File: config.mk
export PLATFORM = sky130hd
export DESIGN_NAME = edgedet_frame_ctrl
export DESIGN_NICKNAME = d
export VERILOG_FILES = /design/src/rtl/edgedet_pkg.sv /design/src/rtl/beat_counter.sv /design/src/rtl/edgedet_frame_ctrl.sv
export SDC_FILE = /design/constraint.sdc
export NUM_CORES = 1
export LEC_CHECK = 0
export ABC_AREA = 1
export CELL_PAD_IN_SITES_DETAIL_PLACEMENT = 1
export CELL_PAD_IN_SITES_GLOBAL_PLACEMENT = 2
export CORE_MARGIN = 2
export CORE_UTILIZATION = 33
export CTS_BUF_LIST = sky130_fd_sc_hd__clkbuf_2
export CTS_CLUSTER_DIAMETER = 40
export DETAILED_ROUTE_END_ITERATION = 7
export GPL_ROUTABILITY_DRIVEN = 0
export PLACE_DENSITY_LB_ADDON = 0.05
export REMOVE_ABC_BUFFERS = 1
export SYNTH_ARGS = -nofsm -noshare
export SYNTH_HDL_FRONTEND = slang
export SYNTH_SLANG_ARGS = --single-unit
File: constraint.sdc
create_clock -name clk -period 2.3 [get_ports clk]
set_input_delay 0.345 -clock clk [delete_from_list [all_inputs] [get_ports clk]]
set_output_delay 0.345 -clock clk [all_outputs]
set_load 0.03 [all_outputs]
File: src/rtl/edgedet_pkg.sv
// Shared types and sizing helpers for the edge-detector frame controller.
package edgedet_pkg;

   typedef enum logic [2:0] {
      S_IDLE,
      S_RUN,
      S_DRAIN,
      S_DONE,
      S_ERR
   } state_t;

   localparam int unsigned IMG_WIDTH_DEF  = 720;
   localparam int unsigned IMG_HEIGHT_DEF = 576;

   function automatic int unsigned cnt_w(input int unsigned w, input int unsigned h);
      return $clog2(w * h + 1);
   endfunction

endpackage

File: src/rtl/beat_counter.sv
// Saturating beat counter with synchronous clear and a limit flag.
module beat_counter #(
   parameter int unsigned W     = 4,
   parameter int unsigned LIMIT = 12
) (
   input  logic         clk,
   input  logic         rst_n,
   input  logic         clr_i,
   input  logic         en_i,
   output logic [W-1:0] cnt_o,
   output logic         lim_o
);

   localparam logic [W-1:0] LIM = W'(LIMIT);

   logic [W-1:0] cnt_q, cnt_d;

   assign cnt_o = cnt_q;
   assign lim_o = (cnt_q == LIM);

   always_comb begin
      cnt_d = cnt_q;
      if (clr_i) begin
         cnt_d = '0;
      end else if (en_i && !lim_o) begin
         cnt_d = cnt_q + 1'b1;
      end
   end

   always_ff @(posedge clk or negedge rst_n) begin
      if (!rst_n) begin
         cnt_q <= '0;
      end else begin
         cnt_q <= cnt_d;
      end
   end

endmodule

File: src/rtl/edgedet_frame_ctrl.sv
// Frame sequencer gating the filter's FIFO handshakes to exactly one image.
// Optional stall watchdog enabled by defining FRAME_WDT_EN.
module edgedet_frame_ctrl
   import edgedet_pkg::*;
#(
   parameter  int unsigned IMG_WIDTH  = IMG_WIDTH_DEF,
   parameter  int unsigned IMG_HEIGHT = IMG_HEIGHT_DEF,
   parameter  int unsigned WDT_CYCLES = 4096,
   localparam int unsigned CNT_W      = cnt_w(IMG_WIDTH, IMG_HEIGHT)
) (
   input  logic             clk,
   input  logic             rst,
   input  logic             start,
   input  logic             in_empty,
   input  logic             f_in_rd_en,
   output logic             f_in_empty,
   input  logic             out_full,
   input  logic             f_out_wr_en,
   output logic             f_out_full,
   output logic             f_rst,
   output logic             busy,
   output logic             done,
   output logic             err,
   output logic [CNT_W-1:0] in_cnt,
   output logic [CNT_W-1:0] out_cnt,
   output logic [15:0]      frame_cnt
);

   localparam int unsigned N = IMG_WIDTH * IMG_HEIGHT;

   state_t      state_q, state_d;
   logic [15:0] frame_cnt_q, frame_cnt_d;
   logic        active, in_beat, out_beat, in_lim, out_lim, cnt_clr, wdt_trip;

   assign active = (state_q == S_RUN) || (state_q == S_DRAIN);

   // Limit flags close the gates combinationally so no beat past N can slip through.
   assign f_in_empty = active ? (in_empty | in_lim) : 1'b1;
   assign f_out_full = active ? (out_full | out_lim) : 1'b1;
   assign in_beat    = f_in_rd_en  & ~f_in_empty;
   assign out_beat   = f_out_wr_en & ~f_out_full;
   assign cnt_clr    = start & ((state_q == S_IDLE) || (state_q == S_ERR));

   assign busy      = active;
   assign done      = (state_q == S_DONE);
   assign f_rst     = ~active;
   assign frame_cnt = frame_cnt_q;

`ifdef FRAME_WDT_EN
   localparam int unsigned WDT_W = $clog2(WDT_CYCLES + 1);

   logic [WDT_W-1:0] wdt_q, wdt_d;

   always_comb begin
      wdt_d = '0;
      if (active && !out_beat) begin
         wdt_d = wdt_q + 1'b1;
      end
   end

   assign wdt_trip = active && !out_beat && (wdt_q == WDT_W'(WDT_CYCLES - 1));
   assign err      = (state_q == S_ERR);

   always_ff @(posedge clk or negedge rst) begin
      if (!rst) begin
         wdt_q <= '0;
      end else begin
         wdt_q <= wdt_d;
      end
   end
`else
   assign wdt_trip = 1'b0;
   assign err      = 1'b0;
`endif

   beat_counter #(.W(CNT_W), .LIMIT(N)) u_in_cnt (
      .clk   (clk),
      .rst_n (rst),
      .clr_i (cnt_clr),
      .en_i  (in_beat),
      .cnt_o (in_cnt),
      .lim_o (in_lim)
   );

   beat_counter #(.W(CNT_W), .LIMIT(N)) u_out_cnt (
      .clk   (clk),
      .rst_n (rst),
      .clr_i (cnt_clr),
      .en_i  (out_beat),
      .cnt_o (out_cnt),
      .lim_o (out_lim)
   );

   always_comb begin
      state_d     = state_q;
      frame_cnt_d = frame_cnt_q;
      case (state_q)
         S_IDLE, S_ERR: if (start) state_d = S_RUN;
         S_RUN: begin
            if (out_lim)       state_d = S_DONE;
            else if (wdt_trip) state_d = S_ERR;
            else if (in_lim)   state_d = S_DRAIN;
         end
         S_DRAIN: begin
            if (out_lim)       state_d = S_DONE;
            else if (wdt_trip) state_d = S_ERR;
         end
         S_DONE: begin
            state_d     = S_IDLE;
            frame_cnt_d = frame_cnt_q + 16'd1;
         end
         default: state_d = S_IDLE;
      endcase
   end

   always_ff @(posedge clk or negedge rst) begin
      if (!rst) begin
         state_q     <= S_IDLE;
         frame_cnt_q <= '0;
      end else begin
         state_q     <= state_d;
         frame_cnt_q <= frame_cnt_d;
      end
   end

endmodule

After elaboration in Yosys (flattened, before gate mapping)
Cells that the tools add are included.
W data, S select, Z words.

word-level totals
  bits in registers = 57

cells by class
  add/subtract/negate cells = 3
  eq/ne operators = 9
  mux-type cells = 11
  bitwise logic cells = 8
  reductions and logical operators = 11

operators with widths
  operator                 count
  $mux W19                 4
  $add A19 B1 Y19 const B  2
  $eq A19 B19 Y1 const B   2
  $add A16 B1 Y16 const B  1
  $mux W3                  4
  $pmux W3 S3              1
  $eq A3 B2 Y1 const B     2
  $ne A2 B2 Y1 const B     2
  $reduce_bool A2 Y1       2
  $and A1 B1 Y1            3
  $eq A3 B1 Y1 const B     1
  $eq A3 B3 Y1 const B     1
  $logic_not A3 Y1         1
  $ne A3 B3 Y1 const B     1
  $not A1 Y1               3
  $reduce_and A3 Y1        1
  $logic_and A1 B1 Y1      2
  $logic_not A1 Y1         2
  $logic_or A1 B1 Y1       2
  $mux W1                  2
  $or A1 B1 Y1             2
  $reduce_or A2 Y1         1

Longest topological paths before layout
Gate-level depths: netlist of the first run.

  word-level depth = 8
  depth in mapped cells = 11

Cells and area by module
A second synthesis of the first run with hierarchy kept.

unflattened totals
  cells, all modules = 520
  area total of the unflattened synthesis = 3,666.0 um^2

modules (own cells, without submodules)
  module              instances  cells each  area each (um^2)  sequential area each (um^2)
  beat_counter        2          194         1,303.8           475.5
  edgedet_frame_ctrl  1          132         1,058.5           450.4

Worst setup path after synthesis of the first run
Ideal clock, no wire load.

  path type = reg-to-output
  start point = register state_q[0]
  end point = output f_out_full
  data arrival time = 1.731 ns
  setup slack = 0.224 ns
  cell stages (with the launch flop) = 6
  buffers on the path = 0
  cell sequence = dfrtp_1 inv_1 ha_1 inv_1 nor2_1 nand2_1

on the way
  cells in the longest elaborated chain, start to end = 3
  elaborated cells between the ends (all ways) = 4
  those cells by class = eq/ne (2); mux (1); reduce/logical (1)

RTL lines
  element                                              line                       RTL
  start: declaration                                   edgedet_frame_ctrl.sv:31   state_t state_q, state_d;
  start signal: assignment                             edgedet_frame_ctrl.sv:121  state_q <= state_d;
  $eq A3 B1 Y1 / $eq A3 B2 Y1 (equally long branches)  edgedet_frame_ctrl.sv:35   assign active = (state_q == S_RUN) || (state_q == S_DRAIN);
  $logic_or A1 B1 Y1 (*)                               edgedet_frame_ctrl.sv:35
  net busy                                             edgedet_frame_ctrl.sv:21   output logic busy,
  $mux W1 (*)                                          edgedet_frame_ctrl.sv:39   assign f_out_full = active ? (out_full | out_lim) : 1'b1;
  end: declaration                                     edgedet_frame_ctrl.sv:19   output logic f_out_full,

The timed path passes the listed nets; every way through them passes the cells marked *.

Worst setup path after layout of the first run
  start point = register u_out_cnt.cnt_q[15], in the netlist u_out_cnt.cnt_o[15]
  end point = output out_cnt[15]

RTL lines
  element                   line                      RTL
  start: declaration        beat_counter.sv:16        logic [W-1:0] cnt_q, cnt_d;
  start signal: assignment  beat_counter.sv:34        cnt_q <= cnt_d;
  end: declaration          edgedet_frame_ctrl.sv:25  output logic [CNT_W-1:0] out_cnt,

No word-level cell between the ends.

==> flow_summary.toml, run 1 <==
[floorplan]
die_height_um = 110.2
top_level_ports = 67
start_util_pct = 34.02
floorplan.die_area_um2 = 12140
die_w_um = 110.2
placement_rows = 38
coreArea_um2 = 10940

[critical_path]
path_max_fanout = 5
cp_startpoint_kind = "flop"
cp_top_family = "buffers and inverters"
crit_required_ns = 1.96
timing.critical_path.buf_inv = 2
slowest_stage = "clkdlybuf4s50_1"
timing.critical_path.slowest_cell_delay_ns = 0.68
timing.critical_path.cells = "buf_4 -> clkdlybuf4s50_1"
cp_num_cells = 2
reg2regPathDepth = 11
critPathArrivalTime_ns = 1.86
critPathCaptureType = "output port"
worst-setup-path-type = "flop to output port"

[placement]
io_buffer_count = 65
hpwlAfterDp_um = 8422
dp_worst_setup_slack_ns = 0.1407
post-place-cells = 726

[global_route]
grtUsageTotal_pct = 19.91
globalRoute.totalOverflow = 0
grt_max_degree = 31
wire_length_of_the_first_global_routing_pass_um = 18910
vias_in_the_first_global_route = 3838
grt_antenna_before_repair = 0

[routing]
wire_per_inst_um = 15.27
drc_violations_left = 0
avgViaCountPerCell = 4.791
antenna_violating_nets_post_route = 0
wirelength_um = 11410
drt-initial-drc-count = 86
vias = 3579
detailedRoute.firstPassIterationCount = 4

[logic_synthesis]
post_synth_instance_area_um2 = 3720
yosys_register_bits = 56
warning_count_from_the_yosys_run = 0
ys_types = 34
gate_count_of_the_mapped_netlist = 502
yosysSeqAreaShare_pct = 37.67
syn-mean-instance-area_um2 = 7.410

[cts]
clock_insertion_delay_worst_skew_ns = 0.50
max-clock-path-buffers = 2
cts_tree = "yes"
numCtsBuffers = 5
clock_sink_count = 56
cts_htree_levels = 2
clkSlewWorstSetupHoldPaths_ns = 0.33
cts_root_buffer = "clkbuf_2"

[timing]
worst_slew_pin_slew_ns = 0.6259
maxSlewHeadroom_pct = 58.27
fmax_ghz = 0.4544
report.final.setup_viol = 0
fin_skew_ns = 0.03692
worst_slack_ns = 0.09931
final.period_utilization_pct = 95.68
hold_viol = 0
timing_max_transition_violations_final = 0
worst_hold_slack_ns = 0.3380
finalWorstPathRequiredPeriod_ns = 2.201

[outcome]
run_status = "finished clean"

[pwr]
p_leak_nw = 2.268
power-per-cell-area_nw_per_um2 = 806.7
totalPowerFinal_w = 0.003926
max-vdd-ir-drop_v = 0.0004182

[finish]
post_route_insts_no_fill = 747
drive_above_1_share_pct = 16.64
antenna-diode-count = 0
areaGrowthSynthToFinish_pct = 30.81
final_nets = 623

[run]
maxCapViolCount = 0

[min_path]
timing.hold.worst.class = "input pin to async pin"
worst paths after layout:
path	end	slack, ns	start
max	out_cnt[15]	0.1	u_out_cnt.cnt_o[15]
min	u_in_cnt.cnt_o[18]	0.34	rst
min in group clk	frame_cnt[15]	0.50	frame_cnt[15]
min reg2reg	frame_cnt[15]	0.50	frame_cnt[15]
max in group asynchronous	state_q[0]	1.29	rst
max reg2reg	u_out_cnt.cnt_o[12]	0.36	u_out_cnt.cnt_o[0]
state kept, by name, summed over array words and instances (netlist names):
name,cells
u_in_cnt.cnt_o,19
u_out_cnt.cnt_o,19
frame_cnt,16
state_q,2
routing by layer:
layer / track usage, % / share of wire, % / vias to the layer above / wire length (um)
met3: 3.057 / 2.9 / 9 / 329
met4: 4.286 / 0.90 / 0 / 103
met2: 36.55 / 51 / 47 / 5840
li1: - / - / 1782 / -
met1: 24.54 / 45 / 1741 / 5134
met5: 0 / 0 / - / 0
synthesized netlist by cell type, drive strengths merged:
cell	n	area, um2
a21oi	1	5.000
and3	1	6.260
buf	10	91.32
clkbuf	5	18.77
conb	1	3.750
dfrtp	56	1401
ha	10	125.1
inv	37	138.9
mux2	1	11.26
nand2	153	596.8
nand3	68	367.9
nand3b	3	35.03
nand4	9	77.57
nor2	92	370.4
nor3	4	30.03
o21ai	11	92.58
o21bai	2	15.01
xnor2	13	113.9
xor2	25	219.0
report_power, final:
part | total [W] | internal (W) | leakage, nW | switching, W
Combinational | 0.00218 | 0.000807 | 1.47 | 0.00138
Clock | 0.000454 | 0.0000852 | 0.0335 | 0.000369
Sequential | 0.00129 | 0.00114 | 0.760 | 0.000150
timing repair:
item                       in CTS  in global routing
hold buffers                    1                  0
buffers inserted                2                 10
gates resized for setup        12                 11
setup endpoints to repair       5                  3
hold endpoints to repair       21                  0
placed cells by master, fill, tap and decap left out, drive strengths merged:
| master | instances |
|---|---|
| a21oi | 1 |
| and3 | 1 |
| buf | 49 |
| clkbuf | 6 |
| clkdlybuf4s50 | 59 |
| clkinv | 2 |
| conb | 1 |
| dfrtp | 56 |
| dlygate4sd2 | 2 |
| dlygate4sd3 | 1 |
| ha | 10 |
| inv | 38 |
| mux2 | 1 |
| nand2 | 153 |
| nand3 | 68 |
| nand3b | 3 |
| nand4 | 9 |
| nor2 | 92 |
| nor3 | 4 |
| o21ai | 11 |
| o21bai | 2 |
| xnor2 | 13 |
| xor2 | 25 |
through the flow:
step | instance area, um2 | utilization (%) | setup TNS [ns]
2_1_floorplan | 3610 | - | -0.5429
3_3_place_gp | 4711 | 43.08 | 0
3_5_place_dp | 4711 | 43.08 | 0
4_1_cts | 4782 | 43.73 | -0.04213
5_1_grt | 4866 | 44.50 | -0.01737
6_report | 4866 | 44.50 | 0
cell type report:
class,count,area [um2]
Tap cell,140,175.2
Fill cell,1407,6070
Sequential cell,56,1408
Multi-Input combinational cell,394,2085
Inverter,37,138.9
Clock buffer,5,25.02
Clock inverter,3,26.28
Timing Repair Buffer,112,1008
kinds of logic after synthesis:
family / Yosys count / share of synthesized area [%]
buf+inv: 52 / 6.693
flops: 56 / 37.67
simple gates: 330 / 39.89
compound gates: 14 / 3.027
mux: 1 / 0.3027
xor+xnor: 38 / 8.947
other cells: 1 / 0.1008
fa+ha+maj: 10 / 3.364
No activity file was read; power rests on OpenSTA's default activity.
==> run 2: changes to the inputs <==
Settings changed: GPL_ROUTABILITY_DRIVEN 0 to default.
==> results of run 2 <==
The final DEF is identical to that of run 1; final timing and power are the same.
